[src/rtl/rs_encode_pkg.sv]
// rtl/rs_encode_pkg.sv - shared types and sizing constants for the RS encode stream path
package rs_encode_pkg;

  typedef enum logic [1:0] {
    META_WAIT,
    DATA_OUT,
    PAR_OUT
  } out_ctrl_state_e;

  localparam int NUM_DATA_LINES = 8;
  localparam int PARITY_MEMS    = 2;
  localparam int MAX_BLOCKS     = 16;
  localparam int LINE_CNT_W     = $clog2(NUM_DATA_LINES);
  localparam int PARITY_ADDR_W  = $clog2(MAX_BLOCKS);

  // Parity lines streamed out for a request: blocks are packed PARITY_MEMS per line.
  function automatic int num_parity_lines(input int num_blocks);
    return (num_blocks + PARITY_MEMS - 1) / PARITY_MEMS;
  endfunction

endpackage

[src/rtl/rs_encode_rd_credit_cnt.sv]
// rtl/rs_encode_rd_credit_cnt.sv - saturating up/down counter of parity reads in flight
module rs_encode_rd_credit_cnt #(
  parameter int MAX = 2,
  parameter int W   = $clog2(MAX + 1)
) (
  input  logic         clk_i,
  input  logic         rst_ni,
  input  logic         inc_i,
  input  logic         dec_i,
  output logic [W-1:0] count_o,
  output logic         full_o,
  output logic         empty_o
);

  localparam logic [W-1:0] MaxCnt = W'(MAX);

  logic [W-1:0] count_q;
  logic [W-1:0] count_d;

  assign full_o  = (count_q == MaxCnt);
  assign empty_o = (count_q == '0);
  assign count_o = count_q;

  // A simultaneous inc and dec cancel out.
  always_comb begin
    count_d = count_q;
    if (inc_i && !dec_i && !full_o) begin
      count_d = count_q + 1'b1;
    end else if (dec_i && !inc_i && !empty_o) begin
      count_d = count_q - 1'b1;
    end
  end

  always_ff @(posedge clk_i or negedge rst_ni) begin
    if (!rst_ni) begin
      count_q <= '0;
    end else begin
      count_q <= count_d;
    end
  end

endmodule

[src/rtl/rs_encode_stream_out_ctrl.sv]
// rtl/rs_encode_stream_out_ctrl.sv - request sequencer: data lines, parity writes, parity read-out
module rs_encode_stream_out_ctrl
  import rs_encode_pkg::*;
#(
  parameter int MAX_RD_OUTSTANDING = 2,
  parameter int OUTSTANDING_W      = $clog2(MAX_RD_OUTSTANDING + 1)
) (
  input  logic clk,
  input  logic rst_n,
  input  logic in_datap_out_ctrl_meta_val,
  output logic out_ctrl_in_datap_meta_rdy,
  input  logic line_encode_stream_encode_line_val,
  output logic stream_encode_line_encode_line_rdy,
  input  logic line_encode_stream_encode_parity_val,
  output logic stream_encoder_dst_resp_val,
  output logic stream_encoder_dst_resp_last,
  input  logic dst_stream_encoder_resp_rdy,
  output logic parity_mem_wr_val,
  output logic parity_mem_rd_req_val,
  input  logic parity_mem_rd_req_rdy,
  input  logic parity_mem_rd_resp_val,
  output logic parity_mem_rd_resp_rdy,
  output logic out_ctrl_out_datap_store_meta,
  output logic out_ctrl_out_datap_init_req_state,
  output logic out_ctrl_out_datap_incr_block_count,
  output logic out_ctrl_out_datap_init_line_count,
  output logic out_ctrl_out_datap_incr_line_count,
  output logic out_ctrl_out_datap_incr_parity_wr_addr,
  output logic out_ctrl_out_datap_incr_parity_rd_addr,
  output logic out_ctrl_out_datap_parity_out,
  input  logic out_datap_out_ctrl_last_block,
  input  logic out_datap_out_ctrl_last_data_line,
  input  logic out_datap_out_ctrl_last_parity_line
);

  out_ctrl_state_e state_q, state_d;

  logic                     in_par;
  logic                     data_beat;
  logic                     rd_req_ok;
  logic                     rd_accept;
  logic                     par_beat;
  logic                     par_done;
  logic [OUTSTANDING_W-1:0] rd_cnt;
  logic                     rd_cnt_full;
  logic                     rd_cnt_empty;

  assign in_par    = (state_q == PAR_OUT);
  assign data_beat = (state_q == DATA_OUT) & line_encode_stream_encode_line_val
                     & dst_stream_encoder_resp_rdy;
  assign rd_req_ok = in_par & !out_datap_out_ctrl_last_parity_line & !rd_cnt_full;
  assign rd_accept = rd_req_ok & parity_mem_rd_req_rdy;
  assign par_beat  = in_par & parity_mem_rd_resp_val & dst_stream_encoder_resp_rdy;
  // The final response is the one draining the last outstanding read after all addresses issued.
  assign par_done  = par_beat & out_datap_out_ctrl_last_parity_line
                     & (rd_cnt == OUTSTANDING_W'(1)) & !rd_accept;

  rs_encode_rd_credit_cnt #(
    .MAX (MAX_RD_OUTSTANDING),
    .W   (OUTSTANDING_W)
  ) u_rd_credit_cnt (
    .clk_i   (clk),
    .rst_ni  (rst_n),
    .inc_i   (rd_accept),
    .dec_i   (par_beat),
    .count_o (rd_cnt),
    .full_o  (rd_cnt_full),
    .empty_o (rd_cnt_empty)
  );

  always_ff @(posedge clk or negedge rst_n) begin
    if (!rst_n) begin
      state_q <= META_WAIT;
    end else begin
      state_q <= state_d;
    end
  end

  always_comb begin
    state_d                                = state_q;
    out_ctrl_in_datap_meta_rdy             = 1'b0;
    stream_encode_line_encode_line_rdy     = 1'b0;
    stream_encoder_dst_resp_val            = 1'b0;
    stream_encoder_dst_resp_last           = 1'b0;
    parity_mem_wr_val                      = 1'b0;
    parity_mem_rd_req_val                  = 1'b0;
    parity_mem_rd_resp_rdy                 = 1'b0;
    out_ctrl_out_datap_store_meta          = 1'b0;
    out_ctrl_out_datap_init_req_state      = 1'b0;
    out_ctrl_out_datap_incr_block_count    = 1'b0;
    out_ctrl_out_datap_init_line_count     = 1'b0;
    out_ctrl_out_datap_incr_line_count     = 1'b0;
    out_ctrl_out_datap_incr_parity_wr_addr = 1'b0;
    out_ctrl_out_datap_incr_parity_rd_addr = 1'b0;
    out_ctrl_out_datap_parity_out          = 1'b0;

    unique case (state_q)
      META_WAIT: begin
        out_ctrl_in_datap_meta_rdy = 1'b1;
        if (in_datap_out_ctrl_meta_val) begin
          out_ctrl_out_datap_store_meta      = 1'b1;
          out_ctrl_out_datap_init_req_state  = 1'b1;
          out_ctrl_out_datap_init_line_count = 1'b1;
          state_d                            = DATA_OUT;
        end
      end
      DATA_OUT: begin
        stream_encoder_dst_resp_val        = line_encode_stream_encode_line_val;
        stream_encode_line_encode_line_rdy = dst_stream_encoder_resp_rdy;
        out_ctrl_out_datap_incr_line_count = data_beat;
        if (data_beat && out_datap_out_ctrl_last_data_line) begin
          parity_mem_wr_val                      = 1'b1;
          out_ctrl_out_datap_incr_parity_wr_addr = 1'b1;
          out_ctrl_out_datap_incr_block_count    = 1'b1;
          out_ctrl_out_datap_init_line_count     = 1'b1;
          if (out_datap_out_ctrl_last_block) begin
            state_d = PAR_OUT;
          end
        end
      end
      PAR_OUT: begin
        out_ctrl_out_datap_parity_out          = 1'b1;
        parity_mem_rd_req_val                  = rd_req_ok;
        out_ctrl_out_datap_incr_parity_rd_addr = rd_accept;
        stream_encoder_dst_resp_val            = parity_mem_rd_resp_val;
        parity_mem_rd_resp_rdy                 = dst_stream_encoder_resp_rdy;
        if (par_done) begin
          stream_encoder_dst_resp_last = 1'b1;
          state_d                      = META_WAIT;
        end
      end
      default: state_d = META_WAIT;
    endcase

    // Outputs stay silent for as long as reset is held.
    if (!rst_n) begin
      out_ctrl_in_datap_meta_rdy             = 1'b0;
      stream_encode_line_encode_line_rdy     = 1'b0;
      stream_encoder_dst_resp_val            = 1'b0;
      stream_encoder_dst_resp_last           = 1'b0;
      parity_mem_wr_val                      = 1'b0;
      parity_mem_rd_req_val                  = 1'b0;
      parity_mem_rd_resp_rdy                 = 1'b0;
      out_ctrl_out_datap_store_meta          = 1'b0;
      out_ctrl_out_datap_init_req_state      = 1'b0;
      out_ctrl_out_datap_incr_block_count    = 1'b0;
      out_ctrl_out_datap_init_line_count     = 1'b0;
      out_ctrl_out_datap_incr_line_count     = 1'b0;
      out_ctrl_out_datap_incr_parity_wr_addr = 1'b0;
      out_ctrl_out_datap_incr_parity_rd_addr = 1'b0;
      out_ctrl_out_datap_parity_out          = 1'b0;
    end
  end

  a_parity_on_last_line: assert property (@(posedge clk) disable iff (!rst_n)
    (data_beat && out_datap_out_ctrl_last_data_line) |-> line_encode_stream_encode_parity_val);

  a_rd_cnt_bound: assert property (@(posedge clk) disable iff (!rst_n)
    rd_cnt <= OUTSTANDING_W'(MAX_RD_OUTSTANDING));

  a_resp_has_request: assert property (@(posedge clk) disable iff (!rst_n)
    par_beat |-> !rd_cnt_empty);

endmodule

[config.mk]
export PLATFORM = sky130hd
export DESIGN_NAME = rs_encode_stream_out_ctrl
export DESIGN_NICKNAME = d
export VERILOG_FILES = /design/src/rtl/rs_encode_pkg.sv /design/src/rtl/rs_encode_rd_credit_cnt.sv /design/src/rtl/rs_encode_stream_out_ctrl.sv
export SDC_FILE = /design/constraint.sdc
export NUM_CORES = 1
export LEC_CHECK = 0
export ABC_AREA = 1
export ABC_CLOCK_PERIOD_IN_PS = 2900
export BUFFER_PORTS_ARGS = -buffer_cell sky130_fd_sc_hd__buf_2
export CORE_AREA = 5 5 42 44
export CTS_BUF_LIST = sky130_fd_sc_hd__clkbuf_16
export DETAILED_ROUTE_END_ITERATION = 6
export DIE_AREA = 0 0 47 49
export PLACE_DENSITY = 0.75
export SLEW_MARGIN = 20
export SYNTH_ARGS = -nofsm -noshare
export SYNTH_HDL_FRONTEND = slang
export SYNTH_SLANG_ARGS = --single-unit
export TNS_END_PERCENT = 5
[constraint.sdc]
create_clock -name clk -period 2.9 [get_ports clk]
set_input_delay 0.435 -clock clk [delete_from_list [all_inputs] [get_ports clk]]
set_output_delay 0.435 -clock clk [all_outputs]
set_load 0.01 [all_outputs]
* Yosys cells after proc, flatten, opt, wreduce, memory -nomap -nowiden *
Index checks and enable logic that the tools add are counted.

cells by class
  $add $sub $neg = 2
  multipliers = 0
  divide/modulo/power cells = 0
  magnitude comparators = 0
  equality and inequality tests = 8
  shift operators = 0
  muxes and demuxes = 34
  bitwise operators = 10
  reduce and logical (&&, ||, !) cells = 14

operators by type and width
  kind                   count
  $mux W1                25
  $mux W2                6
  $and A1 B1 Y1          10
  $pmux W2 S3            1
  $logic_and A1 B1 Y1    5
  $logic_not A1 Y1       5
  $eq A2 B1 Y1 const B   2
  $eq A2 B2 Y1 const B   2
  $logic_not A2 Y1       2
  $ne A2 B1 Y1 const B   2
  $ne A2 B2 Y1 const B   2
  $pmux W1 S2            2
  $reduce_and A4 Y1      1
  $add A2 B1 Y2 const B  1
  $reduce_bool A2 Y1     1
  $sub A2 B1 Y2 const B  1

storage, ports and cells
  bits in registers = 4
  latch bits = 0
  memory bits (writable) = 0
  memory bits (read-only) = 0
  bits of input ports = 11
  output and inout port bits = 15
  memories kept = 0

* Logic depth before layout (Yosys ltp) *
Gate-level depths: netlist (run 1).

  word-level depth = 9
  gate-level depth with buffers = 9
  mapped depth without buffers = 9

* By module *
From an unflattened synthesis (run 1), not the netlist that was laid out.

second synthesis, totals
  cell total of the unflattened synthesis = 80
  area total of the unflattened synthesis = 488.0 µm²

modules (own cells, without submodules)
  module                     times used  cells each  area each (µm²)  seq. area each (µm²)
  rs_encode_stream_out_ctrl  1           55          341.6            50.0
  rs_encode_rd_credit_cnt    1           25          146.4            50.0

* Worst setup path after synthesis (run 1) *
OpenSTA, ideal clock, no wires.

  path kind = register to output
  start = register state_q[1]
  end = output out_ctrl_out_datap_incr_parity_wr_addr
  arrival = 1.210 ns
  data required time = 2.465 ns
  slack = 1.255 ns
  stages on the path, launching flop included = 6
  path through = dfrtp_1 inv_1 ha_1 nand4_1 nor2_1 buf_4

on the way
  word-level cells in the longest chain between the ends = 7

RTL lines
  what                       line                              RTL
  start, declared            rs_encode_stream_out_ctrl.sv:36   out_ctrl_state_e state_q, state_d;
  start signal, assigned     rs_encode_stream_out_ctrl.sv:75   state_q <= state_d;
  $eq A2 B1 Y1 (*)           n/a
  $and A1 B1 Y1              rs_encode_stream_out_ctrl.sv:49   assign data_beat = (state_q == DATA_OUT) & line_encode_stream_encode_line_val
  $and A1 B1 Y1              rs_encode_stream_out_ctrl.sv:50   & dst_stream_encoder_resp_rdy;
  $logic_and A1 B1 Y1        rs_encode_stream_out_ctrl.sv:111  if (data_beat && out_datap_out_ctrl_last_data_line) begin
  $mux W1                    n/a
  $mux W1 (*) (2 in series)  n/a
  end, declared              rs_encode_stream_out_ctrl.sv:28   output logic out_ctrl_out_datap_incr_parity_wr_addr,

Every way passes the cells marked *; elsewhere a longest branch is shown, timed or not.

* Worst setup path in the final report (run 1) *
  start = register state_q[0]
  end = output stream_encoder_dst_resp_last

on the way
  word-level cells in the longest chain between the ends = 9
  elaborated cells between the ends (all ways) = 13

RTL lines
  what                                                      line                                                              RTL
  $eq A2 B2 Y1 (*)                                          rs_encode_stream_out_ctrl.sv:48, rs_encode_stream_out_ctrl.sv:97
  $and A1 B1 Y1, on equally long branches (2 in series)     rs_encode_stream_out_ctrl.sv:53, rs_encode_stream_out_ctrl.sv:51
  $and A1 B1 Y1, on equally long branches                   rs_encode_stream_out_ctrl.sv:55, rs_encode_stream_out_ctrl.sv:52
  $and A1 B1 Y1 / $logic_not A1 Y1 (equally long branches)  rs_encode_stream_out_ctrl.sv:56                                   & (rd_cnt == OUTSTANDING_W'(1)) & !rd_accept;
  $and A1 B1 Y1                                             rs_encode_stream_out_ctrl.sv:56
  $mux W1                                                   rs_encode_stream_out_ctrl.sv:127                                  if (par_done) begin
  $mux W1 (*)                                               rs_encode_stream_out_ctrl.sv:97                                   unique case (state_q)
  $mux W1 (*)                                               rs_encode_stream_out_ctrl.sv:136                                  if (!rst_n) begin
  end, declared                                             rs_encode_stream_out_ctrl.sv:16                                   output logic stream_encoder_dst_resp_last,

Marks and branches as above.

==> results of run 1 <==
[layer usage]
metal | routed length [microns] | share of wire, %
met1 | 454 | 39
met2 | 641 | 55
met3 | 69 | 5.9
met4 | 0 | 0
met5 | 0 | 0
[logic make-up (layout without fill, tap and decap cells)]
kind of cell             Yosys count  in the layout  synth area share, %
flip-flops                         4              4                 20.3
buffers and inverters             17             41                 15.2
AO/OA/AOI/OAI                      3              3                 3.04
AND/OR/NAND/NOR                   44             44                 41.1
adder cells (fa/ha/maj)            8              8                 20.3
[worst register-to-register path: stages (launching register included)]
cell and delay, ns:
dfrtp_1 0.40, inv_1 0.12, ha_1 0.27, nand3_2 0.14, inv_2 0.09, nand3_2 0.06
nand2_1 0.09, nand2_1 0.08, nand2_1 0.08, nand2_1 0.05
[path summary, 6_finish.rpt]
kind / end / cells past startpoint / slack [ns] / start
setup reg to reg: state_q[0]$_DFFE_PN0P_ / 9 / 1.41 / state_q[0]$_DFFE_PN0P_
hold / removal: u_rd_credit_cnt.count_o[0]$_DFFE_PN0P_ / 1 / 0.05 / rst_n
hold reg to reg: state_q[1]$_DFFE_PN0P_ / 2 / 0.54 / state_q[1]$_DFFE_PN0P_
setup / recovery: stream_encoder_dst_resp_last / 7 / 0.93 / state_q[0]$_DFFE_PN0P_
max in group asynchronous: state_q[1]$_DFFE_PN0P_ / 1 / 2.68 / rst_n
min in group clk: state_q[1]$_DFFE_PN0P_ / 2 / 0.54 / state_q[1]$_DFFE_PN0P_
[metrics by stage]
step	total power, W	instance area (sq um)	utilization (%)	std cells	worst slack, ns
global route	0.000665	686	48.9	116	0.804
CTS	0.000609	686	48.9	116	0.915
finish	0.000601	686	48.9	116	0.929
detailed placement	0.000389	611	43.6	113	1.16
floorplan	0.000317	493	-	76	1.25
global placement	0.000383	611	43.6	113	1.16
[registers in the layout, summed over array words and instances (netlist names)]
signal,cells
state_q,2
u_rd_credit_cnt.count_o,2
[area by class of cell]
cell class	count	share of cell area, %
Multi-Input combinational cell	55	46.4
Inverter	14	7.66
Tap cell	16	2.92
Clock buffer	3	10.9
Timing Repair Buffer	24	17.5
Sequential cell	4	14.6
[cell usage in the layout, fill, tap and decap left out, drive strengths merged]
cell type and count:
buf 24, nand2 21, inv 14, nor2 10
nand3 9, ha 8, dfrtp 4, nand4 3
a21oi 3, clkbuf 3, nor3 1
[report_power, final]
part / switching, W / internal [W]
combinational: 0.000175 / 0.000109
sequential: 0.0000232 / 0.0000826
clock: 0.0000352 / 0.000176
==> key figures, run 1 <==
STA
  • Rel. slew slack: 84.5%
  • Final setup TNS: 0 ns
  • Setup violators final: 0
  • Final Hold Viols: 0
  • Hold WS: about 0.05 ns
  • Worst-Margin Slew: between 0.2 and 0.25 ns
  • Clock skew: 0.00195 ns
  • Max Clock Freq: 507 MHz
  • Min Tclk post-route: about 2.0 ns
  • Slew Viols, Final: 0
  • Tcrit/Tclk final: 68.0%
  • RSZ-0062 raised after global routing: no

Worst setup path
  • Slowest CP cell: dfrtp_1
  • Crit path buf inv count: 3
  • Crit-path cells: inv_1 -> ha_1 -> nand3_2 -> inv_2 -> nand3_2 -> nor2_1 -> buf_2
  • Worst setup SP type: flip-flop
  • Worst setup EP type: output pin
  • Most frequent CP cell: nand3_2
  • CP max FO: 6
  • Critical Path Max Stage Delay: roughly 0.4 ns
  • Crit path DAT: between 1.5 and 2 ns
  • Critical Path RT: 2.47 ns
  • CP delay by family, top: flip-flops
  • Critical path class: reg -> out

Drt
  • Antenna violation net count after detailed routing: 0
  • First-pass DRT Iterations: 4
  • # DRC: 0
  • Initial DRC count: 8
  • Total number of vias: 520
  • DR vias/cell: 4.48
  • Post-Route WL: 1170 microns
  • WL/cell: around 10 microns

Final layout
  • Share of cells above drive strength 1: 32.0%
  • Reg area: 100 sq um
  • Final net count: 121
  • Fillers: 133
  • Synthesis-to-finish area growth: 39.1%
  • N_diodes: 0
  • Footprint of the multi-input gates: 318 sq um

Floorplanning
  • Initial Util: between 30% and 40%
  • Boundary pin count: 26
  • Die footprint: around 2300 sq um
  • Std-Cell Core Area: 1400 sq um
  • Site Rows: 14
  • Die W: 47 microns
  • Die Ht: 49 microns

Yosys
  • Top cells by count, synth: nand2_1, inv_1, nor2_1
  • Synth area leaders: dfrtp_1, ha_1, nand2_1
  • Count leader, synth: nand2_1
  • Ys async rst share: 100%
  • Post-synth net total: 95
  • Synth Instances: 76
  • Post-synth top area share: 20.3%
  • Post-synthesis sequential area ratio: 20.3%
  • Yosys cell types: 13
  • Top_reg_cell synth: dfrtp_1
  • Post-synth EDFFs: 0
  • Yosys warns: 0
  • Cell taking the most area after synthesis: dfrtp_1
  • Synth Register Bits: 4
  • Cell area after synthesis: 493 sq um
  • Syn Area/Cell: 6.49 sq um

Place
  • GP Congestion: between 0.8 and 0.9
  • Post-DP HPWL: between 900 and 1000 microns
  • Port Buffers: 24

Global route
  • M2 GR Usage: between 10% and 20%
  • GR Util met3: 3.32%
  • First-pass GRT wire length: 2010 microns
  • Vias in the first global route: 525
  • Grt peak-use layer: met2
  • Pin count of the biggest net entering global routing: 10
  • Grt total ovfl: 0
  • Tot GR Track Use: a little under an eighth
  • Met1 usage: 13.0%
  • Initial antenna violation count: 0

CTS
  • # resized after CTS: 0
  • # Post-CTS Setup Buffers: 0
  • Hold Buf Count CTS: 0
  • H-tree depth: 1
  • TritonCTS Sinks: 4
  • Max Buffers Root-to-Sink: 2
  • Worst-skew pair later-pin latency: 0.22 ns
  • CTS root buf: clkbuf_16
  • Worst-path clk slew: 0.03 ns
  • TritonCTS clock tree: done
  • CTS Buf Count: 3

Power and ir drop
  • PwrDens: 877 nW/um^2
  • Cell leakage power: 0.428 nW
  • Maximum resistive drop on vdd: 547 uV

Min path
  • Hold Path Class: in -> async

Status
  • Outcome: completed

Run
  • Number of max-cap violations: 0
(Power assumes the default switching activity.)
==> run 2, diff against run 1 <==
- ABC_CLOCK_PERIOD_IN_PS: 2900 -> 1800
- CORE_AREA: 5 5 42 44 -> default
- CORE_MARGIN: default -> 5
- CORE_UTILIZATION: default -> 38
- DIE_AREA: 0 0 47 49 -> default
- PLACE_DENSITY: 0.75 -> 0.79
- clock period: 2.9 -> 1.8 ns (I/O delays scaled with it)
==> run 2 against run 1 <==
Sequential power is 65% higher. Core utilization grew 7.2 points. Cell count is the same. Via count increased by 3.5%. Clock skew down 0.0018 ns. Combinational power up 70%. Hold slack better by 0.38 ns. Total power is 67% higher. Design area increased by 3.8%. First-iteration DRC count increased by 50%. Highest routed layer unchanged.
==> key figures, run 2 (synthesized netlist as in run 1, its figures left out) <==
Worst setup path
  • Critical Path Max Stage Delay: 0.41 ns (about the same)
  • Critical Path RT: 1.53 ns (-0.94 ns)
  • Critical path class: reg -> out
  • CP delay by family, top: flip-flops
  • Crit-path cells: inv_2 -> ha_4 -> nand3_2 -> inv_2 -> nand3_2 -> nor2_1 -> buf_2
  • CP max FO: 6 (unchanged)
  • Crit path DAT: 1.42 ns (-0.12 ns)
  • Crit path buf inv count: 3 (unchanged)
  • Worst setup SP type: flip-flop
  • Slowest CP cell: dfrtp_1
  • Worst setup EP type: output pin

Floorplanning
  • Die Ht: 46.0 microns (-6.1%)
  • Die footprint: 2120 sq um (-8.0%)
  • Boundary pin count: 26 (unchanged)
  • Std-Cell Core Area: 1270 sq um (-9.5%)
  • Die W: 46.0 microns (-2.1%)
  • Initial Util: 38.9% (+3.7 points)
  • Site Rows: 13 (-1)

Place
  • Dpl cell area: 609 sq um (-0.21%)
  • Port Buffers: 24 (unchanged)
  • GP Congestion: 0.772 (-4.7%)
  • Post-DP HPWL: 1000 microns (+4.2%)

Final layout
  • Finished Cell Area: 712 sq um (+3.8%)
  • Final net count: 122 (+0.83%)
  • Fin util: 56.1% (+7.2 points)
  • Share of cells above drive strength 1: 36.6% (+4.6 points)
  • Commonest non-fill, non-tap cell in the layout: buf_2
  • N_diodes: 0 (unchanged)
  • Synthesis-to-finish area growth: 44.4%
  • Most frequent cells in the layout: buf_2, nand2_1, inv_1

Drt
  • Total number of vias: 538 (+3.5%)
  • # DRC: 0 (unchanged)
  • Initial DRC count: 12 (+4)
  • Antenna violation net count after detailed routing: 0 (unchanged)
  • Post-Route WL: 1210 microns (+3.8%)
  • WL/cell: 10.4 microns (+3.8%)
  • DR vias/cell: 4.64 (+3.5%)
  • First-pass DRT Iterations: 4 (unchanged)

STA
  • Max Clock Freq: 592 MHz
  • RSZ-0062 raised after global routing: no
  • Slew Viols, Final: 0 (unchanged)
  • Rel. slew slack: 84.0% (-0.51 points)
  • Tcrit/Tclk final: between 90 and 100%
  • Setup violators final: 0 (unchanged)
  • Clock skew: 0.000104 ns (-0.00185 ns)
  • Final setup TNS: 0 ns (unchanged)
  • Min Tclk post-route: 1.69 ns
  • Final Hold Viols: 0 (unchanged)
  • Worst-Margin Slew: 0.240 ns (+0.00760 ns)

Global route
  • Grt total ovfl: 0 (unchanged)
  • Initial antenna violation count: 0 (unchanged)
  • Tot GR Track Use: 12.5% (+0.97 points)
  • Pin count of the biggest net entering global routing: 10 (unchanged)
  • Vias in the first global route: 496 (-5.5%)
  • First-pass GRT wire length: 1880 microns (-6.2%)

Power and ir drop
  • PwrDens: 1410 nW/um^2 (+60%)
  • Maximum resistive drop on vdd: 752 uV (+37%)
  • Cell leakage power: 0.429 nW (+0.27%)
  • Final Power: 0.00100 W (+67%)

Min path
  • Hold Path Class: in -> async

CTS
  • Worst-skew pair later-pin latency: 0.22 ns (about the same)
  • Worst-path clk slew: 0.03 ns (about the same)
  • H-tree depth: 1 (unchanged)
  • CTS Buf Count: 3 (unchanged)
  • TritonCTS Sinks: 4 (unchanged)
  • TritonCTS clock tree: done
  • CTS root buf: clkbuf_16
  • Max Buffers Root-to-Sink: 2 (unchanged)
  • # Post-CTS Setup Buffers: 0 (unchanged)

Status
  • Outcome: completed

Run
  • Number of max-cap violations: 0 (unchanged)
run 2: layout make-up:
cell class | instances | area [sq um]
multi-input cells | 55 | 333
inverters | 14 | 52.6
clock buffers | 3 | 75.1
flip-flops and latches | 4 | 100
fillers | 115 | 557
repair buffers | 25 | 133
well taps | 15 | 18.8
run 2: report_power, final:
| group | switching [W] | internal, W |
|---|---|---|
| registers | 0.0000424 | 0.000133 |
| logic | 0.000291 | 0.000192 |
| clock network | 0.0000591 | 0.000283 |
run 2: metal layers:
layer	part of all wire (%)	vias up	global-route usage, %	routed length, microns
li1	-	284	-	-
met1	41	232	13.7	499
met2	49	22	20.3	590
met3	9.9	0	3.56	120
met4	0	0	8.52	0
met5	0	-	0	0
run 2: per-stage QoR:
step           worst slack [ns]  hold WS [ns]  instances
4_1_cts                  0.0393         0.409        116
3_3_place_gp              0.240         0.113        112
6_report                  0.111         0.428        116
5_1_grt                  0.0129         0.443        116
3_5_place_dp              0.185         0.110        112
2_1_floorplan             0.320       -0.0256         76
run 2: worst paths after layout:
path                                                         from                                endpoint  slack, ns  cells past startpoint
setup reg to reg                           state_q[0]$_DFFE_PN0P_                  state_q[0]$_DFFE_PN0P_       0.41                      9
hold reg to reg            u_rd_credit_cnt.count_o[1]$_DFFE_PN0P_  u_rd_credit_cnt.count_o[1]$_DFFE_PN0P_       0.54                      2
setup / recovery                           state_q[0]$_DFFE_PN0P_            stream_encoder_dst_resp_last       0.11                      7
max in group asynchronous                                   rst_n  u_rd_credit_cnt.count_o[1]$_DFFE_PN0P_       1.24                      2
hold / removal                                              rst_n                  state_q[1]$_DFFE_PN0P_       0.43                      2
min in group clk                            parity_mem_rd_req_rdy  u_rd_credit_cnt.count_o[0]$_DFFE_PN0P_       0.44                      4
run 2: timing repair:
| item | CTS | global route |
|---|---|---|
| endpoints found under the setup margin | 1 | 7 |
| pin swaps | 0 | 0 |
| resized for setup | 2 | 5 |
| endpoints found under the hold margin | 4 | 0 |
| hold buffers | 1 | 0 |
==> run 3, diff against run 2 <==
- CELL_PAD_IN_SITES_DETAIL_PLACEMENT: default -> 1
- CELL_PAD_IN_SITES_GLOBAL_PLACEMENT: default -> 1
- CORE_UTILIZATION: 38 -> 25
==> run 3 against run 2 <==
Non-clock buffer count is 3 higher. Die area increased by 40%. Clock skew grew 0.0029 ns. Critical path depth did not move. Critical endpoint is now out_ctrl_out_datap_incr_parity_rd_addr. Critical path type unchanged. Core utilization down 17 points. Register-to-register slack got worse by 0.10 ns. Sequential share of layout area decreased by 0.79 points. Clock-buffer cell count is the same. Setup slack better by 0.018 ns.
==> key figures, run 3 (synthesized netlist as in run 1, its figures left out) <==
Floorplanning
  • Site Rows: 16 (+3)
  • Initial Util: 25.7% (-13 points)
  • Die W: 54.4 microns (+18%)
  • Boundary pin count: 26 (unchanged)
  • Die Ht: 54.4 microns (+18%)
  • Std-Cell Core Area: 1920 sq um (+51%)
  • Die footprint: 2960 sq um (+40%)

STA
  • Rel. slew slack: 85.6% (+1.6 points)
  • Worst-Margin Slew: 0.216 ns (-0.0239 ns)
  • Final setup TNS: 0 ns (unchanged)
  • Min Tclk post-route: 1.67 ns (-0.0184 ns)
  • RSZ-0062 raised after global routing: yes
  • Clock skew: 0.00304 ns (+0.00293 ns)
  • Max Clock Freq: 598 MHz (+1.1%)
  • Final Hold Viols: 0 (unchanged)
  • Slew Viols, Final: 0 (unchanged)
  • Tcrit/Tclk final: 92.8% (-1.0 points)
  • Setup violators final: 0 (unchanged)

Global route
  • First-pass GRT wire length: 2280 microns (+21%)
  • Grt total ovfl: 0 (unchanged)
  • Grt peak-use layer: met2
  • M2 GR Usage: 17.1% (-3.2 points)
  • Vias in the first global route: 572 (+15%)
  • Met1 usage: 12.4% (-1.3 points)
  • Tot GR Track Use: 10.4% (-2.0 points)
  • GR Util met3: 3.00% (-0.56 points)
  • Initial antenna violation count: 0 (unchanged)
  • Pin count of the biggest net entering global routing: 7 (-3)

Power and ir drop
  • Maximum resistive drop on vdd: 797 uV (+6.0%)
  • Clock Power Share: 32.7% (-1.5 points)
  • Sw Share: 39.0% (-0.17 points)
  • Gate power share: 50.5% (+2.3 points)
  • Sequential share of power: 16.7% (-0.8 points)
  • PwrDens: 1390 nW/um^2 (-1.0%)
  • P_sw: 0.000410 W (+4.4%)
  • P_int: 0.000640 W (+5.2%)
  • Cell leakage power: 0.440 nW (+2.6%)

CTS
  • CTS root buf: clkbuf_16
  • CTS Buf Count: 3 (unchanged)
  • Worst-path clk slew: 0.03 ns (about the same)
  • H-tree depth: 1 (unchanged)
  • TritonCTS Sinks: 4 (unchanged)
  • Worst-skew pair later-pin latency: 0.22 ns (about the same)
  • Max Buffers Root-to-Sink: 2 (unchanged)
  • TritonCTS clock tree: done

Place
  • GP Congestion: 0.765 (-0.82%)
  • Placed cell count: 124 (+11%)
  • Post-DP HPWL: 1160 microns (+15%)
  • Port Buffers: 24 (unchanged)

Worst setup path
  • Critical Path Max Stage Delay: 0.41 ns (about the same)
  • Cell depth of the worst setup path: 7 (unchanged)
  • Worst setup EP type: output pin
  • CP delay by family, top: flip-flops
  • Critical Path RT: 1.53 ns (about the same)
  • Critical path class: reg -> out
  • CP max FO: 6 (unchanged)
  • Crit path buf inv count: 3 (unchanged)
  • Crit path DAT: 1.40 ns (-0.02 ns)
  • Worst r2r path cells: 10 (+1)
  • Crit-path cells: inv_2 -> ha_4 -> inv_1 -> nor2_2 -> nand3_1 -> nor2_1 -> buf_2
  • Worst setup SP type: flip-flop
  • Slowest CP cell: dfrtp_1

Final layout
  • N_diodes: 0 (unchanged)
  • Most frequent cells in the layout: buf_2, nand2_1, inv_1
  • Share of cells above drive strength 1: 40.4% (+3.8 points)
  • Final net count: 125 (+2.5%)
  • Fin cells: 131 (+13%)
  • Synthesis-to-finish area growth: 53.0%
  • Commonest non-fill, non-tap cell in the layout: buf_2

Drt
  • Antenna violation net count after detailed routing: 0 (unchanged)
  • Post-Route WL: 1400 microns (+16%)
  • WL/cell: 10.7 microns (+2.4%)
  • First-pass DRT Iterations: 2 (-2)
  • Total number of vias: 557 (+3.5%)
  • Initial DRC count: 5 (-7)
  • DR vias/cell: 4.25 (-8.3%)
  • # DRC: 0 (unchanged)

Min path
  • Hold Path Class: in -> reg
  • Worst Hold Depth: 5

Run
  • Number of max-cap violations: 0 (unchanged)

Status
  • Outcome: completed
[run 3: changes by cell type in the layout (fill, tap and decap cells not counted)]
cell	before	now
nor2_1	9	7
inv_1	10	11
buf_4	0	3
ha_2	1	2
buf_2	23	24
clkbuf_4	1	0
inv_2	4	3
ha_1	6	5
nor2_2	1	3
[run 3: final timing paths]
| kind | from | to | slack [ns] |
|---|---|---|---|
| worst max register to register | state_q[0]$_DFFE_PN0P_ | u_rd_credit_cnt.count_o[0]$_DFFE_PN0P_ | 0.31 |
| worst min-delay path | parity_mem_rd_req_rdy | u_rd_credit_cnt.count_o[1]$_DFFE_PN0P_ | 0.45 |
| worst max-delay path | state_q[0]$_DFFE_PN0P_ | out_ctrl_out_datap_incr_parity_rd_addr | 0.13 |
| min in group asynchronous | rst_n | state_q[1]$_DFFE_PN0P_ | 0.50 |
| worst min register to register | u_rd_credit_cnt.count_o[1]$_DFFE_PN0P_ | u_rd_credit_cnt.count_o[1]$_DFFE_PN0P_ | 0.54 |
| max in group asynchronous | rst_n | state_q[0]$_DFFE_PN0P_ | 1.13 |
[run 3: power groups by stage]
stage | clock (W) | combinational [W] | sequential (W)
floorplan | 0 | 0.000350 | 0.000161
global placement | 0 | 0.000458 | 0.000168
detailed placement | 0 | 0.000475 | 0.000171
CTS | 0.000350 | 0.000485 | 0.000171
global route | 0.000362 | 0.000622 | 0.000184
finish | 0.000344 | 0.000531 | 0.000176
[run 3: through the flow]
step           area, sq um  hold WS [ns]  setup WS, ns  util (%)  power [W]
2_1_floorplan          493       -0.0256         0.320         -   0.000511
3_3_place_gp           624         0.121         0.234      32.5   0.000626
3_5_place_dp           624         0.120         0.219      32.5   0.000647
4_1_cts                712         0.445        0.0297      37.0    0.00101
5_1_grt                754         0.466      -0.00741      39.3    0.00117
6_report               754         0.448         0.129      39.3    0.00105
[run 3: worst reg2reg max path: cells and delay by family (launching register included)]
family | cells | cell delay [ns]
buf+inv | 3 | 0.32
flops | 1 | 0.41
fa+ha+maj | 1 | 0.17
simple gates | 6 | 0.47
[run 3: timing repair]
action,4_1_cts,5_1_grt
buffers inserted,0,3
hold buffers,1,0
endpoints found under the hold margin,4,0
endpoints found under the setup margin,2,6
pin swaps,0,2
gates resized for setup,1,7
[run 3: layer usage]
layer	vias to the layer above	routed length, microns	part of all wire (%)
met5	-	0	0
met4	0	14	1.0
met3	3	142	10
met2	22	615	44
met1	240	625	45
li1	292	-	-
[run 3: final cells by class]
class / count / area [sq um]
flip-flops and latches: 4 / 100
well taps: 27 / 33.8
fillers: 264 / 1170
clock buffers: 3 / 75.1
inverters: 14 / 52.6
multi-input cells: 55 / 340
repair buffers: 28 / 153
